[config.mk]
export PLATFORM = sky130hd
export DESIGN_NAME = dpi_prot_chk_delay
export DESIGN_NICKNAME = d
export VERILOG_FILES = /design/src/rtl/dpi_prot_chk_delay.sv
export SDC_FILE = /design/constraint.sdc
export NUM_CORES = 1
export LEC_CHECK = 0
export ABC_AREA = 1
export CORE_AREA = 4 4 41 43
export CTS_CLUSTER_SIZE = 40
export DETAILED_ROUTE_END_ITERATION = 10
export DIE_AREA = 0 0 45 47
export HOLD_SLACK_MARGIN = 0.05
export PLACE_DENSITY = 0.56
export SKIP_CTS_REPAIR_TIMING = 1
export SLEW_MARGIN = 15
export SYNTH_ARGS = -nofsm -noshare
export SYNTH_HDL_FRONTEND = slang
export SYNTH_SLANG_ARGS = --single-unit
[constraint.sdc]
create_clock -name clk -period 0.8 [get_ports clk]
set_clock_uncertainty 0.05 [all_clocks]
set_input_delay 0.12 -clock clk [delete_from_list [all_inputs] [get_ports clk]]
set_output_delay 0.12 -clock clk [all_outputs]
set_load 0.05 [all_outputs]
[src/rtl/dpi_prot_chk_delay.sv]
`default_nettype none
// ============================================================================
// Module  : dpi_prot_chk_delay
// Brief   : DEPTH-stage shift register with a valid bit travelling per stage.
// Revision: 1.0
// ============================================================================
module dpi_prot_chk_delay #(
  parameter int DEPTH = 1,
  parameter int WIDTH = 8
) (
  input  logic             clk,
  input  logic             rst,
  input  logic             in_valid,
  input  logic [WIDTH-1:0] in_data,
  output logic             out_valid,
  output logic [WIDTH-1:0] out_data
);

  logic [WIDTH-1:0] r_data [DEPTH];
  logic [DEPTH-1:0] r_valid;

  always_ff @(posedge clk or posedge rst) begin
    if (rst) begin
      for (int i = 0; i < DEPTH; i++) r_data[i] <= '0;
      r_valid <= '0;
    end else begin
      r_data[0]  <= in_data;
      r_valid[0] <= in_valid;
      for (int i = 1; i < DEPTH; i++) begin
        r_data[i]  <= r_data[i-1];
        r_valid[i] <= r_valid[i-1];
      end
    end
  end

  assign out_valid = r_valid[DEPTH-1];
  assign out_data  = r_data[DEPTH-1];

endmodule
`default_nettype wire

Yosys cells after proc, flatten, opt, wreduce, memory -nomap -nowiden
Index checks and enable logic that the tools add are counted.
- register bits after elaboration: 9
- output and inout bits: 9

Logic depth before layout (Yosys ltp)
- depth in word-level cells: 0
- mapped depth: 1

Worst setup path before layout
Ideal clock, no wire load.
- path type: register to output
- start point: reg r_data (netlist bit out_data[0])
- end point: out out_data[0]
- arrival time: 0.586 ns
- required time: 0.630 ns
- slack: 0.044 ns
- stages on the path, launching flop included: 1
- path buffers: 0
- cells stage by stage: dfrtp_1
- RTL lines (element ; line ; RTL):
    start, declared ; 19 ; logic [WIDTH-1:0] r_data [DEPTH];
    start signal, assigned by index ; 30 ; r_data[i] <= r_data[i-1];
    end, declared ; 16 ; output logic [WIDTH-1:0] out_data
No word-level cell between the ends.

Worst setup path after layout
- start point: reg r_data (netlist bit out_data[4])
- end point: out out_data[4]
No word-level cell between the ends.

==> results.py <==
metrics = {
    "drt": {
        "drtPass1Iterations": 1,
        "ant_nets": 0,
        "drt-initial-drc-count": 0,
        "drt-total-wl_um": 544,
        "via_count": 156,
        "viasPerCell": 3.25,
        "route.detailed.drc": 0,
        "avgRoutedWirePerCell_um": 11.3,
    },
    "sta": {
        "timing.fmax_mhz": 1020,
        "holdWs_ns": 0.0603,
        "slew_viol_final": 0,
        "rsz0062_at_grt": "yes",
        "tightest_slew_ns": 0.315,
        "fin_crit_sh_pct": 123,
        "finalHoldViolations": 0,
        "min_period_ns": 0.980,
        "timing.setup.tns_ns": -1.54,
        "setup_viol": 9,
        "setup_slack_ns": -0.180,
        "slew_headroom_pct": 79.0,
    },
    "floorplan": {
        "initial_core_util_pct": 17.6,
        "ios": 20,
        "core-area_mm2": 0.00130,
        "die_y_um": 47,
        "row_count": 13,
        "die_area_mm2": 0.00212,
        "die_w_um": 45,
    },
    "placement": {
        "pre_cts_ws_ns": 0.0857,
        "post-place-cells": 44,
        "port_buffers": 19,
        "gp_congestion": 0.617,
    },
    "setup_path": {
        "endpoint_kind": "primary output",
        "path_class": "register to primary output",
        "crit_path_cell_trace": "buf_12",
        "crit_fanout": 1,
        "cp_data_arrival_time_ns": 0.81,
        "path_buf_inv": 1,
        "cp-start-kind": "register",
        "cp_top_family": "flip-flops",
        "slowest_delay_ns": 0.40,
        "required_ns": 0.63,
        "crit_slowest_cell": "dfrtp_1",
    },
    "synthesis": {
        "syn_nets": 21,
        "synth_common_cells": "dfrtp_1 (9), inv_1 (1)",
        "yosysMostFrequentCell": "dfrtp_1",
        "synth_top_family_by_area": "buffers and inverters",
        "synth_top_area_share_pct": 98.4,
        "yosysTopAreaCell": "dfrtp_1",
        "ys_warn_count": 0,
        "ys_top_cells_by_area": "dfrtp_1 (98%), inv_1 (1.6%)",
        "ys_ff_latch": 9,
        "async_flop_share_pct": 100,
        "seq_area_frac_synth_pct": 98.4,
        "synth-simple-area-share_pct": 0,
        "synth-edff-count": 0,
        "syn_area_per_cell_um2": 22.9,
        "synth_area_um2": 229,
        "synth_compound_area_share_pct": 0,
        "synthAdderAreaFrac_pct": 0,
        "synthCells": 10,
        "ys.flop_type": "dfrtp_1",
        "synth-xor-area-share_pct": 0,
        "synth.mux.area_fraction_pct": 0,
        "ys_types": 2,
    },
    "power_and_ir_drop": {
        "max-vdd-ir-drop_mv": 0.952,
        "powerDensity_mw_per_mm2": 1930,
        "p_leak_uw": 0.000249,
    },
    "cells_and_area": {
        "instances_no_fill": 48,
        "nets": 45,
        "multiInputGateArea_um2": 0,
        "final.fill_count": 128,
        "comb.multi_input.count": 0,
        "areaGrowthSynthToFinish_pct": 142,
        "drive_above_1_share_pct": 36.4,
        "n_antenna_cell": 0,
    },
    "global_route": {
        "grt_max_degree": 10,
        "use_met2_pct": 11.0,
        "grt_pass1_vias": 192,
        "grtUsageMet1_pct": 5.63,
        "grt_pass1_wl_um": 862,
        "track_usage_pct": 6.31,
        "grt_remaining_overflow": 0,
        "use_met3_pct": 1.53,
        "antenna_found_initial": 0,
        "busiest_layer": "met2",
    },
    "clocking": {
        "path_clk_slew_ns": 0.06,
        "cts_tree": "done",
        "htree_levels": 1,
        "numClockSinks": 9,
        "cts_buffers": 3,
        "cts_root_buf": "clkbuf_4",
        "clockBufferDepth": 2,
    },
    "hold_path": {
        "min_path_type": "input port to asynchronous set/reset pin",
    },
    "outcome": {
        "status": "complete, but fails checks",
        "violations": "setup timing",
    },
    "job": {
        "cap_violations": 0,
    },
}
-- cells by family (layout without fill, tap and decap cells) --
kind of cell	after synthesis	after routing
buffers and inverters	1	24
flip-flops	9	9
-- metal layers --
layer,part of all wire (%),up-vias
met5,0,-
met2,58,11
met1,32,71
met4,0,0
li1,-,74
met3,9.7,0
-- worst max-delay path by stage --
stage,to,slack (ns),startpoint,depth (start not counted)
4_1_cts,out_data[4],-0.20,out_data[4],1
2_1_floorplan,out_data[0],0.04,out_data[0],0
5_1_grt,out_data[4],-0.22,out_data[4],1
3_3_place_gp,out_data[0],0.09,in_data[0],1
6_report,out_data[4],-0.18,out_data[4],1
3_5_place_dp,out_data[4],0.09,out_data[4],1
-- flip-flops by register name, summed over array words and instances (netlist names) --
name / count
out_data: 8
out_valid: 1
-- stage by stage --
step | util (%) | total power (µW) | instance area [µm²]
4_1_cts | 42.6 | 1090 | 554
6_report | 42.6 | 1070 | 554
5_1_grt | 42.6 | 1130 | 554
3_5_place_dp | 40.6 | 749 | 528
3_3_place_gp | 40.6 | 745 | 528
2_1_floorplan | - | 584 | 229
-- final cells by class --
class | instances | area [µm²] | share of cell area, %
timing repair buffer | 19 | 280 | 50.6
tap | 15 | 18.8 | 3.39
inverter | 1 | 3.75 | 0.677
clock buffer | 4 | 26.3 | 4.74
sequential | 9 | 225 | 40.6
-- power breakdown --
group / leakage [µW] / switching (µW) / internal (µW)
sequential: 0.000105 / 19.4 / 479
clock: 0.0000150 / 144 / 191
combinational: 0.000129 / 108 / 130
-- cells in the final DEF (no fill, tap or decap) --
cell type,n
clkbuf_1,1
buf_12,9
dfrtp_1,9
clkbuf_4,3
inv_1,1
clkdlybuf4s50_1,10
No activity file was read; power rests on OpenSTA's default activity.
